## src/rtl/clock_div_pkg.sv

```systemverilog
// Shared types and helpers for the clock-enable divider bank.
// Latency: n/a (types, constants and pure functions only).
// Backpressure: n/a.
package clock_div_pkg;

    typedef enum logic [1:0] {
        ST_IDLE  = 2'd0,
        ST_PHASE = 2'd1,
        ST_RUN   = 2'd2,
        ST_DRAIN = 2'd3
    } state_t;

    localparam int unsigned MIN_DIV = 2;

    // Period below MIN_DIV is raised to MIN_DIV.
    function automatic logic [31:0] clamp_div(input logic [31:0] d);
        return (d < 32'(MIN_DIV)) ? 32'(MIN_DIV) : d;
    endfunction

    // High time is capped so every period keeps at least one low cycle.
    // d_clamped must already have passed through clamp_div.
    function automatic logic [31:0] clamp_high(input logic [31:0] h, input logic [31:0] d_clamped);
        return (h > d_clamped - 32'd1) ? d_clamped - 32'd1 : h;
    endfunction

endpackage

```

## src/rtl/clock_div_channel.sv

```systemverilog
// One divider channel: IDLE -> PHASE -> RUN -> DRAIN FSM with period counter and shadow registers.
// Latency: outputs registered; first tick on the enable edge (phase=0) or phase cycles later.
// Backpressure: none; free-running once enabled, stops only at a period boundary.
// Ports: clock/reset (sync, active-high); align (only with CLOCK_DIV_ALIGN_EN);
//        enable, div, high, phase in; out, tick, busy registered out.
module clock_div_channel
    import clock_div_pkg::*;
#(
    parameter int DIV_W = 16
) (
    input  logic             clock,
    input  logic             reset,
`ifdef CLOCK_DIV_ALIGN_EN
    input  logic             align,
`endif
    input  logic             enable,
    input  logic [DIV_W-1:0] div,
    input  logic [DIV_W-1:0] high,
    input  logic [DIV_W-1:0] phase,
    output logic             out,
    output logic             tick,
    output logic             busy
);

    state_t           state, state_nxt;
    logic [DIV_W-1:0] cnt, div_sh, high_sh, phase_sh, ph_cnt;
    logic [DIV_W-1:0] div_c, high_c, cnt_nxt;
    logic             wrap, align_req;
    logic             load, ph_load, ph_dec, step_cnt, stop;

`ifdef CLOCK_DIV_ALIGN_EN
    assign align_req = align;
`else
    assign align_req = 1'b0;
`endif

    // Clamped views of the live inputs; they only matter at the instants they are sampled.
    assign div_c   = DIV_W'(clamp_div(32'(div)));
    assign high_c  = DIV_W'(clamp_high(32'(high), 32'(div_c)));
    assign cnt_nxt = cnt + DIV_W'(1);
    assign wrap    = (cnt == div_sh - DIV_W'(1));

    // load: start a fresh period (cnt=0, resample shadows, tick).
    always_comb begin
        state_nxt = state;
        load      = 1'b0;
        ph_load   = 1'b0;
        ph_dec    = 1'b0;
        step_cnt  = 1'b0;
        stop      = 1'b0;
        case (state)
            ST_IDLE: begin
                if (enable) begin
                    if (phase == '0) begin
                        state_nxt = ST_RUN;
                        load      = 1'b1;
                    end else begin
                        state_nxt = ST_PHASE;
                        ph_load   = 1'b1;
                    end
                end
            end
            ST_PHASE: begin
                if (!enable) begin
                    state_nxt = ST_IDLE;
                end else if (align_req) begin
                    ph_load = 1'b1;
                end else if (ph_cnt == '0) begin
                    state_nxt = ST_RUN;
                    load      = 1'b1;
                end else begin
                    ph_dec = 1'b1;
                end
            end
            ST_RUN, ST_DRAIN: begin
                // Align wins over a coincident wrap so only one tick is produced.
                if (align_req) begin
                    load      = 1'b1;
                    state_nxt = (state == ST_RUN && enable) ? ST_RUN : ST_DRAIN;
                end else if (wrap) begin
                    if (enable) begin
                        state_nxt = ST_RUN;
                        load      = 1'b1;
                    end else begin
                        state_nxt = ST_IDLE;
                        stop      = 1'b1;
                    end
                end else begin
                    // Dropping enable mid-period lets the period finish untouched.
                    step_cnt  = 1'b1;
                    state_nxt = enable ? ST_RUN : ST_DRAIN;
                end
            end
            default: state_nxt = ST_IDLE;
        endcase
    end

    always_ff @(posedge clock) begin
        if (reset) begin
            state    <= ST_IDLE;
            cnt      <= '0;
            div_sh   <= '0;
            high_sh  <= '0;
            phase_sh <= '0;
            ph_cnt   <= '0;
            out      <= 1'b0;
            tick     <= 1'b0;
            busy     <= 1'b0;
        end else begin
            state <= state_nxt;
            busy  <= (state_nxt != ST_IDLE);
            tick  <= load;

            if (state == ST_IDLE && enable) begin
                phase_sh <= phase;
            end

            // Countdown of p-1..0 puts the RUN entry exactly p edges after the start edge.
            if (ph_load) begin
                ph_cnt <= ((state == ST_IDLE) ? phase : phase_sh) - DIV_W'(1);
            end else if (ph_dec) begin
                ph_cnt <= ph_cnt - DIV_W'(1);
            end

            if (load) begin
                cnt     <= '0;
                div_sh  <= div_c;
                high_sh <= high_c;
                out     <= (high_c != '0);
            end else if (step_cnt) begin
                cnt <= cnt_nxt;
                out <= (cnt_nxt < high_sh);
            end else if (stop) begin
                cnt <= '0;
                out <= 1'b0;
            end
        end
    end

endmodule

```

## src/rtl/clock_div_bank.sv

```systemverilog
// Bank of N_CH independent clock-enable dividers (period, high time, start phase, period tick).
// Latency: registered outputs; see clock_div_channel for per-channel timing.
// Backpressure: none; channels never stall each other.
// Ports: clock, reset (sync, active-high); ch_align only when CLOCK_DIV_ALIGN_EN is defined;
//        ch_enable[N_CH]; ch_div/ch_high/ch_phase packed N_CH*DIV_W (channel i at [i*DIV_W +: DIV_W]);
//        ch_out, ch_tick, ch_busy [N_CH] registered outputs.
module clock_div_bank
    import clock_div_pkg::*;
#(
    parameter int N_CH  = 4,
    parameter int DIV_W = 16
) (
    input  logic                  clock,
    input  logic                  reset,
`ifdef CLOCK_DIV_ALIGN_EN
    input  logic                  ch_align,
`endif
    input  logic [N_CH-1:0]       ch_enable,
    input  logic [N_CH*DIV_W-1:0] ch_div,
    input  logic [N_CH*DIV_W-1:0] ch_high,
    input  logic [N_CH*DIV_W-1:0] ch_phase,
    output logic [N_CH-1:0]       ch_out,
    output logic [N_CH-1:0]       ch_tick,
    output logic [N_CH-1:0]       ch_busy
);

    for (genvar i = 0; i < N_CH; i++) begin : g_ch
        clock_div_channel #(
            .DIV_W (DIV_W)
        ) u_ch (
            .clock  (clock),
            .reset  (reset),
`ifdef CLOCK_DIV_ALIGN_EN
            .align  (ch_align),
`endif
            .enable (ch_enable[i]),
            .div    (ch_div[i*DIV_W +: DIV_W]),
            .high   (ch_high[i*DIV_W +: DIV_W]),
            .phase  (ch_phase[i*DIV_W +: DIV_W]),
            .out    (ch_out[i]),
            .tick   (ch_tick[i]),
            .busy   (ch_busy[i])
        );
    end

endmodule
```

## config.mk

```make
export PLATFORM = sky130hd
export DESIGN_NAME = clock_div_bank
export DESIGN_NICKNAME = d
export VERILOG_FILES = /design/src/rtl/clock_div_pkg.sv /design/src/rtl/clock_div_channel.sv /design/src/rtl/clock_div_bank.sv
export SDC_FILE = /design/constraint.sdc
export NUM_CORES = 1
export LEC_CHECK = 0
export CAP_MARGIN = 15
export CELL_PAD_IN_SITES_DETAIL_PLACEMENT = 0
export CELL_PAD_IN_SITES_GLOBAL_PLACEMENT = 1
export CORE_MARGIN = 1
export CORE_UTILIZATION = 52
export CTS_CLUSTER_SIZE = 8
export DETAILED_ROUTE_END_ITERATION = 6
export DONT_BUFFER_PORTS = 1
export GPL_TIMING_DRIVEN = 0
export HOLD_SLACK_MARGIN = 0.1
export PLACE_DENSITY = 0.89
export SLEW_MARGIN = 30
export SYNTH_ARGS = -nofsm -noshare
export SYNTH_HDL_FRONTEND = slang
export SYNTH_SLANG_ARGS = --single-unit
```

## constraint.sdc

```tcl
create_clock -name clock -period 15.1 [get_ports clock]
set_input_delay 4.53 -clock clock [delete_from_list [all_inputs] [get_ports clock]]
set_output_delay 4.53 -clock clock [all_outputs]
set_load 0.1 [all_outputs]
```

**Yosys cells after proc, flatten, opt, wreduce, memory -nomap -nowiden**

Cells that the tools add are included.

- Eq/ne operators: 16
- Mux-type cells: 144
- Reduce and logical (&&, ||, !) cells: 44
- Add/subtract/negate cells: 20
- Magnitude comparators: 12

Operator list:

| cell | number |
|---|---|
| $mux W16 | 28 |
| $sub A16 B1 Y16 const B | 12 |
| $gt A16 B32 Y1 | 4 |
| $logic_not A16 Y1 | 8 |
| $mux W1 | 84 |
| $sub A16 B1 Y17 const B | 4 |
| $add A16 B1 Y16 const B | 4 |
| $eq A16 B16 Y1 | 4 |
| $lt A16 B16 Y1 | 4 |
| $lt A16 B2 Y1 const B | 4 |
| $reduce_bool A16 Y1 | 4 |
| $mux W2 | 24 |
| $pmux W2 S3 | 4 |
| $reduce_bool A2 Y1 | 12 |
| $eq A2 B2 Y1 const B | 8 |
| $reduce_or A2 Y1 | 8 |
| $pmux W1 S3 | 4 |
| $reduce_bool A3 Y1 | 4 |
| $eq A2 B1 Y1 const B | 4 |
| $logic_not A2 Y1 | 4 |
| $logic_and A1 B1 Y1 | 4 |

- Input port bits: 198
- Output and inout port bits: 12
- Register bits after elaboration: 340
- Logic and storage cells: 272

**Longest topological paths before layout**

Gate-level depths: netlist (run 1).

- Word-level depth: 7
- Gate-level depth with buffers: 22
- Gate-level depth less buffers: 21

**Cells and area by module**

A second synthesis (run 1) with hierarchy kept.

- Cells, all modules: 3,062
- Area, all modules: 22,950.8 µm²

By module, submodules not included:

| module | area each (µm²) | instances | cells each | sequential area each (µm²) |
|---|---|---|---|---|
| clock_div_channel at g_ch[0].u_ch ... | 5,816.8 | 3 | 771 | 1,461.4 |
| clock_div_channel at g_ch[3].u_ch | 5,500.3 | 1 | 749 | 1,421.4 |

**Worst setup path after synthesis (run 1)**

OpenSTA, ideal clock, no wires.

- Path kind: input -> register
- Start point: in ch_div[61]
- End point: reg g_ch[3].u_ch.high_sh[10]
- Setup slack: 6.241 ns
- Cell stages on the path: 20
- Required time: 14.975 ns
- Setup time: 0.125 ns
- Arrival: 8.735 ns
- Buffers on the path: 1
- Path through: or4_1 -> nor3_1 -> nand2_1 -> o21ai_0 -> ha_1 -> nor3b_1 -> nor2b_1 -> nand2_1 -> nor3_1 -> xor2_1 -> inv_1 -> ha_1 -> nand4_1 -> nor4_1 -> a21oi_1 -> o21ai_0 -> a31oi_1 -> clkbuf_1 -> mux2i_1 -> o22ai_1

- Word-level cells in the longest chain between the ends: 5

RTL lines:

| element | line | source |
|---|---|---|
| from (decl) | clock_div_bank.sv:19 | `input logic [N_CH*DIV_W-1:0] ch_div,` |
| $lt A16 B2 Y1 | clock_div_pkg.sv:17 | `return (d < 32'(MIN_DIV)) ? 32'(MIN_DIV) : d;` |
| $mux W16 * | clock_div_pkg.sv:17 |  |
| $sub A16 B1 Y17 * | clock_div_pkg.sv:23 | `return (h > d_clamped - 32'd1) ? d_clamped - 32'd1 : h;` |
| $gt A16 B32 Y1 | clock_div_pkg.sv:23 |  |
| $mux W16 * | clock_div_pkg.sv:23 |  |
| to (signal assigned) | clock_div_channel.sv:128 | `high_sh <= high_c;` |
| to (decl) | clock_div_channel.sv:26 | `logic [DIV_W-1:0] cnt, div_sh, high_sh, phase_sh, ph_cnt;` |

Mark *: on every way between the ends. The rest lies on a longest branch, timed or not.
A chain may end at the register's enable or synchronous reset.

**Worst setup path in the final report (run 1)**

- Start point: in ch_div[61]
- End point: reg g_ch[3].u_ch.high_sh[8]

Same word-level chain as after synthesis.

==> flow_summary.toml, run 1 <==
[outcome]
status = "finished, violations left"
violations = "DRC"

[clock_network]
clk_latency_ns = 0.57
cts_setup_buffers = 0
clk_pin_slew_worst_paths_ns = 0.05
cts_root_buffer = "clkbuf_16"
cts_made_buffers = 41
htree_levels = 2
clkSinkCount = 285
cts_hold_buf = 0
cts_buffer_depth = 3
cts_tree = "yes"
cts_resized = 0

[hold_path]
hold_class = "flip-flop to flip-flop"
hold_depth = 2
holdPathEnd = "g_ch[0].u_ch.phase_sh[4]"
holdCritStartpoint = "g_ch[0].u_ch.phase_sh[4]"

[timing]
maxSlewHeadroom_pct = 21.8
period_needed_ns = 9.60
finalCritPeriodShare_pct = 63.6
worstMarginPinSlew_ns = 1.17
fmax_ghz = 0.104
rsz0062_at_grt = "no"
slew_violations = 0
hold_viol_final = 0
setup_violations = 0
clock_skew_ns = 0.0198
setup_tns_ns = 0

[logic_synthesis]
syn_avg_cell_area_sq_um = 7.51
synth_seq_cells = 285
synth_cells = 2909
yosys.area.top_type_share_pct = 26.1
synthFlopType = "dfxtp_1"
synthTopCellsByArea = "dfxtp_1, ha_1, a21oi_1"
synth_area_sq_um = 21900
ys_async_sr_fraction_pct = 0
ys_seq_area_share_pct = 26.1
synth_top_cell_by_area = "dfxtp_1"
synthesis.nets = 3247
ys_warn_count = 0
synth_edf_count = 0
synth.distinct_cells = 80

[power]
pwr-share-clk_pct = 38.5
power.density_nw_per_um2 = 89.2
pwr-share-comb_pct = 22.4
p_total_w = 0.00211
p_leak_nw = 8.71
netSwitchingFraction_pct = 31.4
p_int_w = 0.00144
ir_drop_mv = 0.0925
seqPwrFrac_pct = 39.1
switchingPower_w = 0.000662

[routing]
postRouteAntennaNets = 0
vias_per_cell = 6.47
vias = 22559
dr.first_iter.drc_count = 1666
wirelength_mm = 71.8
dr.pass1.iters = 7
wl_per_cell_um = 20.6
drc = 12

[finish]
mostFrequentLayoutCells = "dfxtp_1, nand2_1, a21oi_1, nor2_1, o21ai_0"
antennaDiodeCount = 0
layout_commonest_cell = "dfxtp_1"
drive_above_1_share_pct = 4.91
fin_util_pct = 57.4
final_nets = 3292
area_growth_pct = 8.00
stdcell_area_sq_um = 23600

[place]
dpl_cell_area_sq_um = 22600
io_buffers = 0
place_congestion = 0.981
dpl.hpwl_mm = 55.7

[grt]
grt.overflow.total = 0
grt_max_degree = 11
grt_pass1_vias = 21626
antenna_found_initial = 1
grt_pass1_wl_mm = 115
grt_usage_pct = 32.9

[critical_path]
cpMaxStageDelayCell = "o21ai_0"
r2r_cells = 12
ff2ff_setup_slack_ns = 10.79
crit_arrival_ns = 10.03
critical_path_class = "input port to flip-flop"
r2r_start = "g_ch[0].u_ch.state[1]"
r2r_end = "g_ch[0].u_ch.ph_cnt[12]"
crit_start = "ch_div[61]"
crit_chain = "or4_1 -> nor3_1 -> nand2_1 -> o21ai_0 -> ha_1 -> nor3b_1 -> nor2b_1 -> nand2_1 -> nor2_1 -> xor2_1 -> inv_1 -> ha_1 -> a21o_1 -> a21oi_1 -> a21oi_1 -> o21ai_0 -> a31oi_1 -> clkbuf_1 -> mux2i_1 -> o22ai_1"
crit_fanout = 10
crit_required_ns = 15.53
end_kind = "flip-flop"
max_stage_delay_ns = 0.64
cp-start-kind = "input port"

[floorplan]
io_pins = 210
rows = 74
dieArea_sq_um = 42900
die_w_um = 207
start_util_pct = 53.2
coreArea_sq_um = 41100
die_y_um = 207

[job]
maxCapViolCount = 0
-- Yosys cell counts, types with 35 or more instances --
cell type and number:
xor2_1 77, nand2_1 250, clkbuf_1 150, xnor2_1 111, or3_1 36, o21ai_0 201
nor3_1 84, inv_1 116, mux2i_1 41, dfxtp_1 285, o2111ai_1 35, ha_1 140
nand4_1 51, a21oi_1 250, a31oi_1 41, a21o_1 43, nor4_1 68, nand3_1 149
nor2_1 236
-- worst max-delay path by stage --
stage	to	cells past startpoint
finish	g_ch[3].u_ch.high_sh[8]	20
global route	g_ch[3].u_ch.high_sh[9]	20
CTS	g_ch[3].u_ch.high_sh[9]	20
detailed placement	g_ch[3].u_ch.high_sh[9]	20
global placement	g_ch[3].u_ch.high_sh[9]	20
floorplan	g_ch[3].u_ch.high_sh[10]	20
-- flip-flops by register name, indices dropped and copies added (netlist names) --
signal              count
g_ch.u_ch.ph_cnt       64
g_ch.u_ch.state         8
g_ch.u_ch.phase_sh      9
g_ch.u_ch.out           4
g_ch.u_ch.cnt          64
g_ch.u_ch.div_sh       64
g_ch.u_ch.busy          4
g_ch.u_ch.tick          4
g_ch.u_ch.high_sh      64
-- routing by layer --
metal | up-vias | GRT usage [%] | part of all wire [%]
met5 | - | 0 | 0
met4 | 0 | 11.4 | 3.2
met3 | 146 | 7.17 | 8.8
met2 | 869 | 54.3 | 46
met1 | 10721 | 42.2 | 42
li1 | 10823 | - | -
-- per-stage QoR --
| stage | cells | setup WS, ns | hold WS, ns |
|---|---|---|---|
| global route | 3487 | 5.06 | 0.479 |
| global placement | 3441 | 5.09 | 0.437 |
| CTS | 3487 | 5.60 | 0.453 |
| detailed placement | 3443 | 5.03 | 0.446 |
| floorplan | 2909 | 6.24 | 0.427 |
| finish | 3487 | 5.50 | 0.450 |
-- layout make-up --
type	instances	area (sq um)
fill	3936	17500
multi-input combinational	2314	14900
sequential	285	5710
clock buffer	41	1030
buffer	194	828
tap	532	666
inverter	116	435
clock inverter	3	22.5
timing repair buffer	2	10.0
-- worst max-delay path, delay by kind of cell --
kind | cells | cell delay [ns]
xor gates and xnor gates | 1 | 0.32
AOI/OAI and AO/OA | 7 | 1.59
muxes | 1 | 0.40
adders and majority gates | 2 | 0.59
buffers and inverters | 2 | 0.68
and+or+nand+nor | 7 | 1.91
-- power by group through the flow --
stage,combinational (W),clock [W],sequential (W)
2_1_floorplan,0.000358,0,0.000827
6_report,0.000471,0.000810,0.000824
4_1_cts,0.000464,0.000821,0.000822
3_5_place_dp,0.000461,0,0.000837
3_3_place_gp,0.000449,0,0.000836
5_1_grt,0.000524,0.000851,0.000828
-- logic make-up (layout without fill, tap and decap cells) --
family / Yosys count / count (layout) / share of synthesized area, %
AOI/OAI and AO/OA: 855 / 855 / 24.9
xor gates and xnor gates: 188 / 188 / 7.53
adders and majority gates: 140 / 140 / 8.01
buffers and inverters: 310 / 356 / 5.77
DFF: 285 / 285 / 26.1
muxes: 66 / 66 / 3.17
and+or+nand+nor: 1065 / 1065 / 24.5
Power figures use the tool's default switching activity.
==> run 2: changes to the inputs <==
--- a/config.mk
+++ b/config.mk
@@ -9,13 +9,13 @@
 export CELL_PAD_IN_SITES_DETAIL_PLACEMENT = 0
 export CELL_PAD_IN_SITES_GLOBAL_PLACEMENT = 1
 export CORE_MARGIN = 1
-export CORE_UTILIZATION = 52
+export CORE_UTILIZATION = 43
 export CTS_CLUSTER_SIZE = 8
 export DETAILED_ROUTE_END_ITERATION = 6
 export DONT_BUFFER_PORTS = 1
 export GPL_TIMING_DRIVEN = 0
 export HOLD_SLACK_MARGIN = 0.1
-export PLACE_DENSITY = 0.89
+export PLACE_DENSITY = 0.79
 export SLEW_MARGIN = 30
 export SYNTH_ARGS = -nofsm -noshare
 export SYNTH_HDL_FRONTEND = slang
==> constraint.sdc (replaced) <==
create_clock -name clock -period 8 [get_ports clock]
set_input_delay 2.4 -clock clock [delete_from_list [all_inputs] [get_ports clock]]
set_output_delay 2.4 -clock clock [all_outputs]
set_load 0.1 [all_outputs]
==> run 2 against run 1 <==
The run now ends clean. First-iteration DRC count shrank 5.6%. Via count shrank 0.37%. Setup slack lost 5.0 ns. Final area increased by 1.2%. Die area is 21% higher. Hold slack improved by 0.0037 ns. Register-to-register slack lost 7.1 ns. Routed wire length up 3.9%. Utilization down 9.8 points. Critical path depth unchanged. Combinational power grew 90%. Cell count grew 4.2%. Critical endpoint is now g_ch[3].u_ch.high_sh[14]. Largest power group is now clock.
==> flow_summary.toml, run 2 (same netlist as run 1, synthesis figures left out) <==
[outcome]
status = "finished, final reports clean"

[clock_network]
cts_tree = "yes"
cts_setup_buffers = 0
cts_made_buffers = 42
cts_hold_buf = 0
clk_pin_slew_worst_paths_ns = 0.05
clk_latency_ns = 0.56
cts_resized = 0
htree_levels = 2
cts_root_buffer = "clkbuf_16"
cts_buffer_depth = 3
clkSinkCount = 285

[finish]
drive_above_1_share_pct = 5.03
fill_cells = 5016
area_growth_pct = 9.34
layout_commonest_cell = "dfxtp_1"
final_nets = 3293
mostFrequentLayoutCells = "dfxtp_1, nand2_1, a21oi_1, nor2_1, o21ai_0"
fin_util_pct = 47.6
antennaDiodeCount = 0

[hold_path]
hold_class = "flip-flop to flip-flop"

[critical_path]
critical_path_class = "input port to flip-flop"
cp-start-kind = "input port"
crit_arrival_ns = 7.90
crit_fanout = 10
crit_required_ns = 8.43
end_kind = "flip-flop"

[grt]
antenna_found_initial = 1
grt_pass1_wl_mm = 115
grt_max_degree = 11
grt_usage_pct = 28.1
grt.overflow.total = 0
grt_pass1_vias = 21234

[floorplan]
start_util_pct = 43.6
rows = 82
dieArea_sq_um = 51700
die_y_um = 227
io_pins = 210
coreArea_sq_um = 50200
die_w_um = 227

[power]
power.density_nw_per_um2 = 171
p_leak_nw = 8.76
p_total_w = 0.00409
ir_drop_mv = 0.128

[timing]
hold_viol_final = 0
rsz0062_at_grt = "no"
period_needed_ns = 7.47
timing.final.ws_setup_ns = 0.530
clock_skew_ns = 0.0205
setup_tns_ns = 0
worstMarginPinSlew_ns = 1.03
whs_ns = 0.454
maxSlewHeadroom_pct = 31.5
finalCritPeriodShare_pct = 93.4
setup_violations = 0
slew_violations = 0
fmax_ghz = 0.134

[job]
maxCapViolCount = 0

[routing]
wirelength_mm = 74.6
postRouteAntennaNets = 0
vias = 22476
wl_per_cell_um = 20.5
dr.first_iter.drc_count = 1573
drc = 0
dr.pass1.iters = 6
vias_per_cell = 6.19

[place]
dpl.hpwl_mm = 57.8
pre_cts_ws_ns = 0.0651
io_buffers = 0
place_congestion = 0.967
-- run 2: worst paths after layout --
kind,end,cells past startpoint,start,slack (ns)
worst min register to register,g_ch[0].u_ch.phase_sh[3],2,g_ch[0].u_ch.phase_sh[3],0.45
worst min-delay path,g_ch[0].u_ch.phase_sh[3],2,g_ch[0].u_ch.phase_sh[3],0.45
worst max register to register,g_ch[0].u_ch.ph_cnt[12],12,g_ch[0].u_ch.state[1],3.69
worst max-delay path,g_ch[3].u_ch.high_sh[14],20,ch_div[61],0.53
-- run 2: layout make-up --
cell class	instances	area [sq um]	area share, %
timing repair buffer	2	10.0	0.0419
inverter	116	435	1.82
clock inverter	1	8.76	0.0366
tap	672	841	3.52
clock buffer	49	1150	4.82
multi-input combinational	2314	14900	62.4
buffer	194	828	3.47
sequential	285	5710	23.9
-- run 2: critical path: stages --
cell and delay (ns):
or4_1 0.59, nor3_1 0.25, nand2_1 0.18, o21ai_0 0.68
ha_1 0.29, nor3b_1 0.29, nor2b_1 0.25, nand2_1 0.17
nor3_1 0.22, xor2_1 0.32, inv_1 0.09, ha_1 0.28
nand4_1 0.09, nor4_1 0.06, a21oi_1 0.15, o21ai_0 0.13
a31oi_1 0.41, clkbuf_1 0.60, mux2i_1 0.34, o22ai_1 0.10
-- run 2: per-stage QoR --
stage | cell area (sq um) | std cells
floorplan | 21900 | 2909
global placement | 22700 | 3581
detailed placement | 22700 | 3583
CTS | 23900 | 3633
global route | 23900 | 3633
finish | 23900 | 3633
-- run 2: routing by layer --
layer	up-vias	global-route usage, %	routed length (um)
li1	10821	-	-
met1	10816	37.6	33500
met2	710	45.9	34000
met3	127	4.79	5020
met4	2	8.70	2090
met5	-	0	18
-- run 2: report_power, final --
part | total [W] | leakage [nW] | switching (W) | internal, W
registers | 0.00156 | 2.31 | 0.0000683 | 0.00149
logic | 0.000897 | 5.88 | 0.000557 | 0.000340
clock network | 0.00164 | 0.569 | 0.000641 | 0.000994
total | 0.00409 | 8.76 | 0.00127 | 0.00282
